--- src/rtl/reg_dump_unit_pkg.sv ---
// Shared definitions for the register-file dump engine: state encoding,
// register-index width, the zero-register constant and a helper that
// keeps the walk from ever touching register 0.
package reg_dump_unit_pkg;

  localparam int IDX_W = 5;
  localparam logic [IDX_W-1:0] ZERO_REG = '0;

  typedef enum logic [2:0] {
    IDLE = 3'd0,
    READ = 3'd1,
    SEND = 3'd2,
    CSUM = 3'd3,
    DONE = 3'd4
  } state_e;

  // Register 0 is hard-wired to zero in the core, so a misconfigured
  // first index below 1 is pulled up to 1.
  function automatic logic [IDX_W-1:0] clamp_first(input int first_reg);
    logic [IDX_W-1:0] res;
    if (first_reg < 1) res = IDX_W'(1);
    else               res = IDX_W'(first_reg);
    return res;
  endfunction

endpackage

--- src/rtl/reg_dump_csum.sv ---
// XOR checksum accumulator for the dump stream. Only present when
// REG_DUMP_CHECKSUM_EN is defined; otherwise this file is empty.
`ifdef REG_DUMP_CHECKSUM_EN
module reg_dump_csum #(
  parameter int DATA_W = 32
) (
  input  logic              clk,
  input  logic              reset,
  input  logic              clear_i,
  input  logic              update_i,
  input  logic [DATA_W-1:0] data_i,
  output logic [DATA_W-1:0] csum_o
);

  logic [DATA_W-1:0] acc_q;
  logic [DATA_W-1:0] acc_d;

  // Clear on a new dump, fold in each handshaken register beat.
  always_comb begin
    acc_d = acc_q;
    if (clear_i) begin
      acc_d = '0;
    end else if (update_i) begin
      acc_d = acc_q ^ data_i;
    end
  end

  // Accumulator register, cleared asynchronously by reset.
  always_ff @(posedge clk or negedge reset) begin
    if (!reset) begin
      acc_q <= '0;
    end else begin
      acc_q <= acc_d;
    end
  end

  assign csum_o = acc_q;

endmodule
`endif

--- src/rtl/reg_dump_unit.sv ---
// Register-file dump engine: on start, walks registers FIRST_REG..LAST_REG
// through a spare read port and emits one valid/ready beat per register.
// Build option REG_DUMP_CHECKSUM_EN appends an XOR checksum beat
// (index 0) carrying out_last instead of the final register beat.
module reg_dump_unit
  import reg_dump_unit_pkg::*;
#(
  parameter int DATA_W    = 32,
  parameter int FIRST_REG = 1,
  parameter int LAST_REG  = 31
) (
  input  logic              clk,
  input  logic              reset,
  input  logic              start,
  output logic              busy,
  output logic              done,
  output logic [IDX_W-1:0]  rf_ra,
  input  logic [DATA_W-1:0] rf_rd,
  output logic              out_valid,
  input  logic              out_ready,
  output logic [IDX_W-1:0]  out_index,
  output logic [DATA_W-1:0] out_data,
  output logic              out_last
);

  localparam logic [IDX_W-1:0] FIRST_IDX = clamp_first(FIRST_REG);
  localparam logic [IDX_W-1:0] LAST_IDX  = IDX_W'(LAST_REG);

  state_e            state_q, state_d;
  logic [IDX_W-1:0]  idx_q, idx_d;
  logic [DATA_W-1:0] data_q, data_d;
  logic [IDX_W-1:0]  index_q, index_d;

`ifdef REG_DUMP_CHECKSUM_EN
  logic [DATA_W-1:0] csum;
  logic              csum_clear;
  logic              csum_update;

  // A new dump restarts the checksum; only register beats contribute.
  assign csum_clear  = (state_q == IDLE) && start;
  assign csum_update = (state_q == SEND) && out_ready;

  reg_dump_csum #(
    .DATA_W (DATA_W)
  ) u_csum (
    .clk      (clk),
    .reset    (reset),
    .clear_i  (csum_clear),
    .update_i (csum_update),
    .data_i   (data_q),
    .csum_o   (csum)
  );
`endif

  // Next-state and output decode; the captured beat is held until handshake.
  always_comb begin
    state_d   = state_q;
    idx_d     = idx_q;
    data_d    = data_q;
    index_d   = index_q;
    busy      = (state_q != IDLE);
    done      = 1'b0;
    rf_ra     = ZERO_REG;
    out_valid = 1'b0;
    out_index = index_q;
    out_data  = data_q;
    out_last  = 1'b0;

    case (state_q)
      IDLE: begin
        if (start) begin
          idx_d   = FIRST_IDX;
          state_d = READ;
        end
      end

      READ: begin
        rf_ra   = idx_q;
        data_d  = rf_rd;
        index_d = idx_q;
        state_d = SEND;
      end

      SEND: begin
        out_valid = 1'b1;
`ifdef REG_DUMP_CHECKSUM_EN
        out_last  = 1'b0;
`else
        out_last  = (idx_q >= LAST_IDX);
`endif
        if (out_ready) begin
          if (idx_q < LAST_IDX) begin
            idx_d   = idx_q + 5'd1;
            state_d = READ;
          end else begin
`ifdef REG_DUMP_CHECKSUM_EN
            state_d = CSUM;
`else
            state_d = DONE;
`endif
          end
        end
      end

`ifdef REG_DUMP_CHECKSUM_EN
      CSUM: begin
        out_valid = 1'b1;
        out_index = ZERO_REG;
        out_data  = csum;
        out_last  = 1'b1;
        if (out_ready) begin
          state_d = DONE;
        end
      end
`endif

      DONE: begin
        done    = 1'b1;
        state_d = IDLE;
      end

      default: begin
        state_d = IDLE;
      end
    endcase
  end

  // State and captured-beat registers; reset aborts any dump immediately.
  always_ff @(posedge clk or negedge reset) begin
    if (!reset) begin
      state_q <= IDLE;
      idx_q   <= '0;
      data_q  <= '0;
      index_q <= '0;
    end else begin
      state_q <= state_d;
      idx_q   <= idx_d;
      data_q  <= data_d;
      index_q <= index_d;
    end
  end

endmodule

--- config.mk ---
export PLATFORM = sky130hd
export DESIGN_NAME = reg_dump_unit
export DESIGN_NICKNAME = d
export VERILOG_FILES = /design/src/rtl/reg_dump_unit_pkg.sv /design/src/rtl/reg_dump_csum.sv /design/src/rtl/reg_dump_unit.sv
export SDC_FILE = /design/constraint.sdc
export NUM_CORES = 1
export LEC_CHECK = 0
export ABC_AREA = 1
export BUFFER_PORTS_ARGS = -buffer_cell sky130_fd_sc_hd__buf_2
export CAP_MARGIN = 25
export CORE_AREA = 3 3 73 75
export CTS_CLUSTER_DIAMETER = 200
export CTS_CLUSTER_SIZE = 25
export DETAILED_ROUTE_END_ITERATION = 8
export DIE_AREA = 0 0 76 78
export MAX_ROUTING_LAYER = met4
export PLACE_DENSITY = 0.71
export SETUP_SLACK_MARGIN = 0.2
export SLEW_MARGIN = 20
export SYNTH_ARGS = -nofsm -noshare
export SYNTH_HDL_FRONTEND = slang
export SYNTH_HIERARCHICAL = 1
export SYNTH_SLANG_ARGS = --single-unit
--- constraint.sdc ---
create_clock -name clk -period 1.3 [get_ports clk]
set_input_delay 0.26 -clock clk [delete_from_list [all_inputs] [get_ports clk]]
set_output_delay 0.26 -clock clk [all_outputs]
set_load 0.005 [all_outputs]
* After elaboration in Yosys (flattened, before gate mapping) *
Index checks and enable logic that the tools add are counted.

cells by class
  add/subtract/negate cells = 1
  $mul = 0
  divide/modulo/power cells = 0
  order comparisons = 2
  equal/unequal tests = 6
  shifts and indexed selects = 0
  mux-type cells = 12
  bitwise operators = 0
  reduce and logical (&&, ||, !) cells = 5

operators by type and width
  operator             count
  $mux 5               4
  $pmux 5 s2           1
  $mux 3               3
  $pmux 3 s3           1
  $ne 2x2->1 const B   3
  $add 5x1->5 const B  1
  $ge 5x5->1 const B   1
  $lt 5x5->1 const B   1
  $reduce_and 4->1     1
  $eq 3x1->1 const B   1
  $eq 3x2->1 const B   1
  $eq 3x3->1 const B   1
  $logic_not 3->1      1
  $mux 1               3
  $reduce_bool 3->1    1
  $reduce_and 2->1     1
  $reduce_bool 2->1    1

storage, ports and cells
  bits in registers = 45
  latch bits = 0
  bits in writable memories = 0
  bits in read-only memories = 0
  input port bits = 36
  output and inout bits = 46
  logic and storage cells = 30
  memories kept = 0

* Depth between registers and ports, before layout *
Gate-level depths: netlist of run 1.

  depth in word-level cells = 4
  mapped depth = 8
  depth with buffers taken out = 8

* Worst setup path before layout of run 1 *
No wires, ideal clock.

  path type = reg-to-reg
  start point = reg idx_q[0]
  end point = reg idx_q[4]
  library setup time = 0.066 ns
  arrival time = 1.239 ns
  required time = 1.234 ns
  setup slack = -0.005 ns
  stages on the path, launching flop included = 9
  path buffers = 0
  clock period less this slack = 1.305 ns
  cells stage by stage = dfrtp_1 > ha_1 > nand2_1 > nor2_1 > ha_1 > inv_1 > nor2_1 > nand3_1 > nand2_1

between the ends
  cells in the longest elaborated chain, start to end = 4
  elaborated cells between the ends (all ways) = 7
  classes of those cells = add/sub (1); order compare (1); eq/ne (1); mux (3); reduce/logical (1)

RTL lines
  what                    RTL line              source
  start, declared         reg_dump_unit.sv:30   logic [IDX_W-1:0] idx_q, idx_d;
  start signal, assigned  reg_dump_unit.sv:137  idx_q <= idx_d;
  $add 5x1->5             reg_dump_unit.sv:93   idx_d = idx_q + 5'd1;
  $mux 5                  reg_dump_unit.sv:92   if (idx_q < LAST_IDX) begin
  $mux 5                  reg_dump_unit.sv:91   if (out_ready) begin
  $pmux 5 s2              reg_dump_unit.sv:69   case (state_q)

Several ways; a longest one is shown, not always the timed one. The select of a mux whose other input is x is not followed.
A chain may end at the register's enable or synchronous reset.

* Worst setup path in the final report of run 1 *
  start point = reg idx_q[1]
  end point = out out_last

between the ends
  cells in the longest elaborated chain, start to end = 2

RTL lines
  what           RTL line             source
  $ge 5x5->1     reg_dump_unit.sv:89  out_last = (idx_q >= LAST_IDX);
  $mux 1         reg_dump_unit.sv:69
  end, declared  reg_dump_unit.sv:23  output logic out_last

Every way passes these cells.

==> results.tsv, run 1 <==
stage	metric	value	unit
logic_synthesis	Yosys Warn Count	6	
sta	RSZ-0062 raised after global routing	yes	
clock_tree	CTS Sinks	45	
floorplanning	core area	0.00472	sq mm
route	DR iter-0 viols	27	
power_and_ir_drop	pwr/cell area	2340	mW/mm^2
sta	Tmin final	1.67	ns
power_and_ir_drop	Seq pwr share	0.319	
power_and_ir_drop	worst vdd ir	1160	uV
place	Final Wtd Congestion	0.827	
logic_synthesis	cell area after synthesis	0.00189	sq mm
worst_hold_path	worst hold path class	in2reg	
route	vias per inst	4.53	
worst_setup_path	crit-path max FO	2	
worst_setup_path	Arr. time, crit path	1.41	ns
worst_setup_path	r2r worst-path depth	7	
worst_setup_path	slowest stage delay, CP	0.39	ns
power_and_ir_drop	total power	7.25	mW
sta	Final Max Slew Viols	0	
route	total routed wirelength	4440	um
clock_tree	H-tree depth	2	
cells_and_area	Antenna Cells	0	
worst_setup_path	Setup Crit Path Kind	reg2out	
job	maxcap violations	0	
sta	final setup fails	52	
worst_setup_path	R2R Path End	out_data[28]	
power_and_ir_drop	leakage	1.61	nW
sta	actual slew at the worst max-slew pin	0.238	ns
sta	fin crit share	1.28	
floorplanning	Initial Util	0.401	
sta	Final Skew	0.00322	ns
power_and_ir_drop	share of total power in the clock network	0.129	
route	routed length per instance	12.6	um
logic_synthesis	post-synth net total	195	
route	vias	1602	
worst_setup_path	Worst Setup End Kind	output pin	
place	I/O Buffers	81	
clock_tree	CTS Buf Count	5	
worst_setup_path	FF-to-FF setup slack	-0.20	ns
cells_and_area	commonest non-fill, non-tap cell in the layout	buf_2	
sta	Rel. slew slack	0.841	
floorplanning	Die Ht	78	um
logic_synthesis	Synth Area per Inst	12.1	sq um
grt	number of global-route vias before repair	1521	
worst_setup_path	Worst Path Buf+Inv	1	
floorplanning	FP Rows	25	
route	DRT antenna net count	0	
worst_setup_path	Crit path depth	7	
worst_setup_path	CP Cell Sequence	ha_2, nand2_2, nor2_2, ha_2, nor2_1, nor2_1, buf_2	
logic_synthesis	Post-Syn Instances	157	
floorplanning	# IOs	82	
grt	initial antenna violation count	0	
place	placed cells	311	
outcome	status	complete, but fails checks	
route	Post-route DRC	0	
cells_and_area	area delta synth->final	63.7	%
logic_synthesis	sequential-to-total area share from yosys stat	0.594	
clock_tree	Clk Latency, worst-skew pair	0.29	ns
grt	Total GRT Usage	0.160	
clock_tree	Reg clk slew, reported paths	0.08	ns
floorplanning	DIE AREA	0.00593	sq mm
grt	pin count of the biggest net entering global routing	46	
cells_and_area	final non-filler cell total	354	
worst_setup_path	crit path capture	out_last	
worst_setup_path	startpoint types	flip-flop	
worst_setup_path	CP delay by family, top	flip-flops	
cells_and_area	Final Util	0.656	
route	first drt pass iteration count	4	
sta	final hold violation count	0	
power_and_ir_drop	switching power	2.27	mW
power_and_ir_drop	Sw Ratio	0.313	
power_and_ir_drop	Pint	4.98	mW
clock_tree	Root Buffer	clkbuf_8	
sta	setup ws final	-0.366	ns
clock_tree	CTS tree	done	
cells_and_area	nets	324	
worst_setup_path	crit path from	idx_q[1]	
worst_setup_path	Worst path slowest cell	dfrtp_1	
clock_tree	clock tree buffer depth	2	
outcome	failing checks	negative setup slack	
worst_setup_path	WP data required	1.04	ns
grt	total congestion overflow	0	
cells_and_area	share of cells above drive strength 1	0.679	
floorplanning	chip width	76	um
logic_synthesis	Yosys reg bits	45	
logic_synthesis	Yosys cell types	18	
sta	f_max	600	MHz
grt	first-pass GRT wire length	7310	um
power_and_ir_drop	Gate power share	0.551	
worst_setup_path	worst flop-to-flop path startpoint	state_q[1]	
cells_and_area	most frequent cells in the layout	80 x buf_2, 44 x dfrtp_1, 27 x mux2_2	
place	HPWL Detailed	2920	um
logic make-up (layout without fill, tap and decap cells):
| kind of cell | count (synthesis) | count (layout) | share of synthesized area |
|---|---|---|---|
| compound gates | 5 | 5 | 0.0132 |
| simple gates | 53 | 53 | 0.129 |
| fa+ha+maj | 2 | 2 | 0.0132 |
| flops | 45 | 45 | 0.594 |
| mux | 32 | 32 | 0.198 |
| buf+inv | 20 | 150 | 0.0522 |
synth_stat cells:
cell,instances,share of area
buf_2,1,0.0026
buf_4,2,0.0079
buf_6,2,0.012
dfrtp_1,45,0.59
ha_1,2,0.013
inv_1,14,0.028
inv_2,1,0.0020
mux2_2,28,0.17
mux2_4,4,0.032
nand2_1,24,0.048
nand2_4,1,0.0059
nand3_1,8,0.021
nand3_4,1,0.0092
nand4_1,1,0.0033
nor2_1,14,0.028
nor2_4,1,0.0059
nor3_1,3,0.0079
o21ai_0,5,0.013
how the worst min path moves through the flow:
stage | slack, ns | end | start | cells past startpoint
finish | 0.19 | out_data[6] | rf_rd[6] | 2
global route | 0.18 | out_data[5] | rf_rd[5] | 2
CTS | 0.18 | out_data[6] | rf_rd[6] | 2
detailed placement | 0.26 | out_data[22] | reset | 2
global placement | 0.26 | out_data[22] | reset | 2
floorplan | -0.04 | idx_q[0] | reset | 0
metal layers:
metal	share of wire	track usage	vias to the layer above
met5	0	-	-
met4	0.021	0.0598	0
met3	0.061	0.0429	9
met2	0.51	0.261	59
met1	0.41	0.192	760
li1	-	-	774
worst register-to-register path: cells and delay by family, from the launching register on:
kind          cells  cell delay, ns
simple gates      1            0.11
buf+inv           5            0.57
mux               1            0.30
flops             1            0.40
flip-flops by register name, indices dropped and copies added, names as in the netlist:
| name | cells |
|---|---|
| state_q | 3 |
| idx_q | 5 |
| out_index | 5 |
| out_data | 32 |
cell type report:
cell class	count	area, sq um
tap	67	83.8
sequential	45	1130
clock buffer	7	96.3
timing repair buffer	127	953
clock inverter	1	5.00
inverter	15	58.8
multi-input combinational	92	776
fill	384	1620
stage by stage:
stage	hold WS, ns	setup TNS (ns)	setup WS, ns	instance area (sq um)
CTS	0.181	-4.09	-0.356	2950
global placement	0.259	-0.0575	-0.0523	2500
floorplan	-0.0356	0	0.0354	1950
detailed placement	0.259	-0.107	-0.0646	2500
finish	0.194	-7.53	-0.366	3100
global route	0.182	-11.31	-0.448	3100
power by group through the flow:
stage | combinational, mW | clock, mW | sequential [mW]
finish | 4.00 | 0.938 | 2.32
global route | 4.32 | 1.04 | 2.40
CTS | 3.72 | 0.969 | 2.33
detailed placement | 2.62 | 0 | 2.34
global placement | 2.56 | 0 | 2.31
floorplan | 1.57 | 0 | 2.40
what timing repair did:
action                                 in CTS  in global routing
pin swaps                                   9                  6
endpoints found under the hold margin      45                  0
cloned                                      4                  0
gates resized for setup                    46                  7
buffers inserted                           14                 16
hold buffers                                1                  0
setup endpoints to repair                  52                 66
(Power assumes the default switching activity.)
==> run 2: changes to the inputs <==
PLACE_DENSITY = 0.68   (was 0.71)
clock period = 1.7 ns   (was 1.3 ns; I/O delays follow)
==> run 2 against run 1 <==
The run still ends with negative setup slack left. Global-route usage decreased by 2.6 points. Sequential power decreased by 24%. Sequential share of layout area increased by 5.4 points. Power decreased by 34%. Register-to-register slack improved by 0.47 ns. Via count decreased by 10%. Critical path depth unchanged. First-iteration DRC count increased by 22%. Final area decreased by 13%. Routed wire length decreased by 12%. Non-clock buffer count decreased by 31. Hold slack got worse by 0.18 ns. Critical endpoint unchanged. Highest routed layer unchanged.
==> results.tsv, run 2 (synthesized netlist as in run 1, its figures left out) <==
stage	metric	value	unit	change
worst_setup_path	crit-path max FO	2		unchanged
place	pre-CTS setup slack	0.181	ns	was -0.0646 ns
grt	Total GRT Usage	0.134		was 0.160
place	placed inst area	0.00238	sq mm	was 0.00250 sq mm
grt	first-pass GRT wire length	6270	um	was 7310 um
sta	setup ws final	-0.0292	ns	was -0.366 ns
worst_setup_path	WP data required	1.36	ns	was 1.04 ns
clock_tree	H-tree depth	2		unchanged
power_and_ir_drop	switching power	1.48	mW	was 2.27 mW
clock_tree	Clk Latency, worst-skew pair	0.29	ns	about the same
clock_tree	CTS tree	done		unchanged
floorplanning	FP Rows	25		unchanged
route	DRT antenna net count	0		unchanged
clock_tree	hold-fix buffers at CTS	0		was 1
power_and_ir_drop	Seq pwr share	0.370		was 0.319
power_and_ir_drop	pwr/cell area	1770	mW/mm^2	was 2340 mW/mm^2
grt	pin count of the biggest net entering global routing	26		was 46
cells_and_area	commonest non-fill, non-tap cell in the layout	buf_2		unchanged
cells_and_area	area delta synth->final	42.5	%	was 63.7%
sta	Rel. slew slack	0.664		was 0.841
power_and_ir_drop	worst vdd ir	868	uV	was 1160 uV
floorplanning	Die Ht	78	um	unchanged
sta	actual slew at the worst max-slew pin	0.504	ns	was 0.238 ns
outcome	status	complete, but fails checks		unchanged
worst_setup_path	startpoint types	flip-flop		unchanged
cells_and_area	most frequent cells in the layout	81 x buf_2, 43 x dfrtp_1, 28 x mux2_2		was 80 x buf_2, 44 x dfrtp_1, 27 x mux2_2
clock_tree	CTS Sinks	45		unchanged
cells_and_area	Fillers	422		was 384
cells_and_area	Antenna Cells	0		unchanged
floorplanning	Initial Util	0.401		unchanged
clock_tree	Reg clk slew, reported paths	0.08	ns	about the same
worst_setup_path	Arr. time, crit path	1.39	ns	was 1.41 ns
power_and_ir_drop	leakage	1.39	nW	was 1.61 nW
worst_setup_path	Worst Setup End Kind	output pin		unchanged
sta	Final Max Slew Viols	0		unchanged
grt	total congestion overflow	0		unchanged
cells_and_area	sequential cell area	0.00113	sq mm	about the same
job	maxcap violations	0		unchanged
route	first drt pass iteration count	4		unchanged
route	total routed wirelength	3910	um	was 4440 um
place	Final Wtd Congestion	0.817		was 0.827
clock_tree	CTS Buf Count	5		unchanged
sta	fin crit share	1.02		
cells_and_area	Multi-input gate area	732	sq um	was 776 sq um
grt	initial antenna violation count	0		unchanged
place	I/O Buffers	81		unchanged
sta	final setup fails	1		was 52
route	vias	1435		was 1602
outcome	failing checks	negative setup slack		unchanged
cells_and_area	flip-flop count of the largest register after layout	32		unchanged
cells_and_area	Final Instance Area	0.00270	sq mm	was 0.00310 sq mm
cells_and_area	share of cells above drive strength 1	0.599		was 0.679
cells_and_area	Final Util	0.572		was 0.656
route	DR iter-0 viols	33		was 27
grt	number of global-route vias before repair	1391		was 1521
floorplanning	# IOs	82		unchanged
power_and_ir_drop	share of total power in the clock network	0.170		was 0.129
route	Post-route DRC	0		unchanged
route	routed length per instance	12.1	um	was 12.6 um
floorplanning	chip width	76	um	unchanged
worst_hold_path	worst hold path class	in2async		was in2reg
sta	Tmin final	1.73	ns	
sta	RSZ-0062 raised after global routing	yes		unchanged
floorplanning	core area	0.00472	sq mm	unchanged
place	HPWL Detailed	2790	um	was 2920 um
worst_setup_path	Setup Crit Path Kind	reg2out		unchanged
sta	Final Skew	0.00420	ns	was 0.00322 ns
sta	f_max	578	MHz	
cells_and_area	nets	294		was 324
power_and_ir_drop	Pint	3.30	mW	was 4.98 mW
power_and_ir_drop	Gate power share	0.460		was 0.551
route	vias per inst	4.43		was 4.53
clock_tree	Root Buffer	clkbuf_8		unchanged
power_and_ir_drop	Sw Ratio	0.310		was 0.313
clock_tree	clock tree buffer depth	2		unchanged
floorplanning	DIE AREA	0.00593	sq mm	unchanged
sta	final hold violation count	0		unchanged
run 2: changes by cell type in the layout (fill, tap and decap cells not counted), sizes merged:
cell,previous run,this run
buf,126,95
bufinv,0,1
clkbuf,7,8
clkinv,1,0
dlygate4sd3,1,0
nand3,9,10
run 2: power by group through the flow:
stage / registers, mW / logic (mW) / clock network, mW
final: 1.77 / 2.20 / 0.812
after global routing: 1.84 / 2.42 / 0.879
after CTS: 1.78 / 1.91 / 0.839
after detailed placement: 1.79 / 1.80 / 0
after global placement: 1.77 / 1.77 / 0
after floorplan: 1.83 / 1.10 / 0
run 2: through the flow:
stage / power, mW / instances / hold slack (ns) / TNS, ns
final: 4.78 / 324 / 0.0103 / -0.0292
after global routing: 5.14 / 324 / 0.0380 / -0.115
after CTS: 4.52 / 316 / 0.0186 / -0.0271
after detailed placement: 3.59 / 304 / 0.343 / 0
after global placement: 3.54 / 304 / 0.330 / 0
after floorplan: 2.93 / 157 / 0.0444 / 0
run 2: layout make-up:
type	count	share of cell area
clock buffers	7	0.0320
clock inverters	1	0.0111
repair buffers	96	0.215
flip-flops and latches	45	0.418
well taps	67	0.0310
multi-input cells	93	0.271
inverters	15	0.0218
run 2: metal layers:
metal  global-route usage  share of wire  up-vias
li1                     -              -      713
met1                0.162           0.44      664
met2                0.216           0.48       53
met3               0.0452          0.071        5
met4               0.0380         0.0087        0
met5                    -              0        -
run 2: worst paths after layout:
path                         startpoint           end  slack [ns]  cells past startpoint
min                               reset  out_data[10]        0.01                      1
min reg2reg                out_index[0]  out_index[0]        0.48                      2
min in group clk              rf_rd[30]  out_data[30]        0.28                      2
max                            idx_q[0]      out_last       -0.03                      7
max reg2reg                  state_q[0]   out_data[9]        0.27                      5
max in group asynchronous         reset  out_data[23]        1.19                      2
run 2: critical path, stage by stage (launching register included):
cell     delay [ns]
dfrtp_1        0.39
ha_2           0.20
nand2_2        0.08
nor2_2         0.04
ha_2           0.16
nor2_1         0.08
nor2_1         0.05
buf_2          0.12
run 2: what timing repair did:
| action | in CTS | in global routing |
|---|---|---|
| pin swaps | 6 | 8 |
| gates resized for setup | 11 | 16 |
| endpoints found under the setup margin | 30 | 32 |
| gates cloned | 0 | 2 |
| setup buffers | 4 | 6 |
==> run 3: changes to the inputs <==
BUFFER_PORTS_ARGS = -buffer_cell sky130_fd_sc_hd__clkbuf_2   (was -buffer_cell sky130_fd_sc_hd__buf_2)
CTS_CLUSTER_DIAMETER = not set   (was 200)
==> run 3 against run 2 <==
The flow still finishes with violations (negative setup slack). Largest power group unchanged. First-iteration DRC count rose by 55%. Fmax grew 0.12%. Largest cell class unchanged. Sequential share of layout area increased by 0.75 points. Via count rose by 2.0%. Hold slack better by 0.11 ns. Critical path depth did not move. Combinational power is 5% lower. Critical path type unchanged. Power down 1.6%.
==> results.tsv, run 3 (synthesized netlist as in run 1, its figures left out) <==
stage	metric	value	unit	change
worst_setup_path	startpoint types	flip-flop		unchanged
clock_tree	CTS Buf Count	5		unchanged
power_and_ir_drop	leakage	1.38	nW	was 1.39 nW
clock_tree	CTS Sinks	45		unchanged
cells_and_area	area delta synth->final	40.0	%	was 42.5%
floorplanning	chip width	76	um	unchanged
route	Post-route DRC	0		unchanged
worst_setup_path	Arr. time, crit path	1.39	ns	about the same
grt	number of global-route vias before repair	1441		was 1391
power_and_ir_drop	switching power	1.50	mW	was 1.48 mW
place	HPWL Detailed	2900	um	was 2790 um
grt	Total GRT Usage	0.143		was 0.134
sta	fin crit share	1.02		about the same
cells_and_area	Antenna Cells	0		unchanged
floorplanning	DIE AREA	0.00593	sq mm	unchanged
sta	Final Skew	0.00482	ns	was 0.00420 ns
cells_and_area	flip-flop count of the largest register after layout	32		unchanged
floorplanning	# IOs	82		unchanged
power_and_ir_drop	worst vdd ir	825	uV	was 868 uV
clock_tree	Root Buffer	clkbuf_8		unchanged
route	DRT antenna net count	0		unchanged
cells_and_area	nets	292		was 294
grt	total congestion overflow	0		unchanged
sta	final hold violation count	0		unchanged
power_and_ir_drop	Pint	3.20	mW	was 3.30 mW
route	first drt pass iteration count	4		unchanged
sta	f_max	579	MHz	was 578 MHz
power_and_ir_drop	pwr/cell area	1770	mW/mm^2	about the same
power_and_ir_drop	Gate power share	0.446		was 0.460
sta	Rel. slew slack	0.642		was 0.664
sta	RSZ-0062 raised after global routing	yes		unchanged
route	DR iter-0 viols	51		was 33
grt	pin count of the biggest net entering global routing	46		was 26
worst_setup_path	Worst Setup End Kind	output pin		unchanged
floorplanning	Die Ht	78	um	unchanged
route	vias per inst	4.55		was 4.43
sta	Final Max Slew Viols	0		unchanged
grt	initial antenna violation count	0		unchanged
sta	Min Hold Slack	0.119	ns	was 0.0103 ns
clock_tree	H-tree depth	2		unchanged
outcome	status	complete, but fails checks		unchanged
cells_and_area	commonest non-fill, non-tap cell in the layout	clkbuf_2		was buf_2
clock_tree	hold-fix buffers at CTS	0		unchanged
route	routed length per instance	12.6	um	was 12.1 um
outcome	failing checks	negative setup slack		unchanged
place	Final Wtd Congestion	0.844		was 0.817
worst_hold_path	worst hold path class	in2async		unchanged
route	vias	1464		was 1435
worst_setup_path	worst flop-to-flop path startpoint	state_q[0]		unchanged
route	total routed wirelength	4050	um	was 3910 um
cells_and_area	final non-filler cell total	322		was 324
place	I/O Buffers	81		unchanged
worst_setup_path	FF-to-FF setup slack	0.26	ns	was 0.27 ns
worst_setup_path	r2r worst-path depth	9		was 5
worst_setup_path	Setup Crit Path Kind	reg2out		unchanged
sta	actual slew at the worst max-slew pin	0.537	ns	was 0.504 ns
job	maxcap violations	0		unchanged
power_and_ir_drop	share of total power in the clock network	0.172		was 0.170
clock_tree	Reg clk slew, reported paths	0.08	ns	about the same
sta	final setup fails	1		unchanged
clock_tree	CTS tree	done		unchanged
floorplanning	FP Rows	25		unchanged
cells_and_area	share of cells above drive strength 1	0.616		was 0.599
floorplanning	core area	0.00472	sq mm	unchanged
floorplanning	Initial Util	0.401		unchanged
worst_setup_path	WP data required	1.36	ns	about the same
worst_setup_path	crit-path max FO	2		unchanged
worst_setup_path	R2R Path End	idx_q[4]		was out_data[9]
grt	first-pass GRT wire length	6640	um	was 6270 um
place	placed cells	304		unchanged
sta	setup ws final	-0.0271	ns	was -0.0292 ns
clock_tree	Clk Latency, worst-skew pair	0.29	ns	about the same
power_and_ir_drop	Sw Ratio	0.320		was 0.310
sta	Tmin final	1.73	ns	about the same
clock_tree	clock tree buffer depth	2		unchanged
power_and_ir_drop	Seq pwr share	0.382		was 0.370
cells_and_area	most frequent cells in the layout	76 x clkbuf_2, 43 x dfrtp_1, 28 x mux2_2		was 81 x buf_2, 43 x dfrtp_1, 28 x mux2_2
==> run 3: cell types whose count changed in the layout (fill, tap and decap cells not counted), moves of 2 or more <==
cell	delta
nand2_1	-4
nand2_2	+2
inv_1	-2
clkbuf_2	+76
nand3_1	-2
nor2_1	+2
inv_2	+3
nand2_4	+2
buf_4	+2
buf_2	-77
buf_12	-3
buf_6	+2
==> run 3: final cells by class <==
class	count	area (sq um)
fillers	415	2070
flip-flops and latches	45	1130
multi-input cells	92	739
repair buffers	95	528
clock buffers	7	86.3
well taps	67	83.8
inverters	15	56.3
clock inverters	1	30.0
==> run 3: power groups by stage <==
stage	Sequential, mW	Combinational (mW)	Clock (mW)
finish	1.80	2.10	0.808
global route	1.86	2.31	0.892
CTS	1.79	2.02	0.837
detailed placement	1.81	1.81	0
global placement	1.80	1.76	0
floorplan	1.83	1.10	0
==> run 3: worst max path at each step <==
stage / from / slack (ns) / to
finish: idx_q[1] / -0.03 / out_last
global route: idx_q[1] / -0.11 / out_last
CTS: idx_q[1] / -0.04 / out_last
detailed placement: idx_q[1] / 0.18 / out_last
global placement: idx_q[1] / 0.21 / out_last
floorplan: idx_q[0] / 0.33 / out_last
==> run 3: layer usage <==
| layer | global-route usage | vias up | share of wire | wire length [um] |
|---|---|---|---|---|
| met3 | 0.0429 | 6 | 0.073 | 295 |
| met1 | 0.175 | 696 | 0.42 | 1690 |
| li1 | - | 706 | - | - |
| met4 | 0.0489 | 0 | 0.011 | 46 |
| met2 | 0.228 | 56 | 0.50 | 2020 |
| met5 | - | - | 0 | 0 |
==> run 3: stage by stage <==
stage	setup TNS (ns)	total power [mW]	utilization	setup slack, ns	instance area, sq um
after floorplan	0	2.93	-	0.326	1890
after global placement	0	3.55	0.502	0.207	2370
after detailed placement	0	3.62	0.502	0.178	2370
after CTS	-0.0430	4.65	0.549	-0.0430	2590
after global routing	-0.108	5.06	0.562	-0.108	2650
final	-0.0271	4.71	0.562	-0.0271	2650
==> run 3: critical path, stage by stage, from the launching register on <==
cell,delay [ns]
dfrtp_1,0.38
ha_2,0.20
nand2_2,0.07
nor2_1,0.04
ha_1,0.17
nor2_1,0.09
nor2_1,0.05
clkbuf_2,0.10
==> run 3: repair_timing <==
item | CTS | global route
gates resized for setup | 11 | 22
setup endpoints to repair | 25 | 14
setup buffers | 10 | 0
pin swaps | 3 | 5
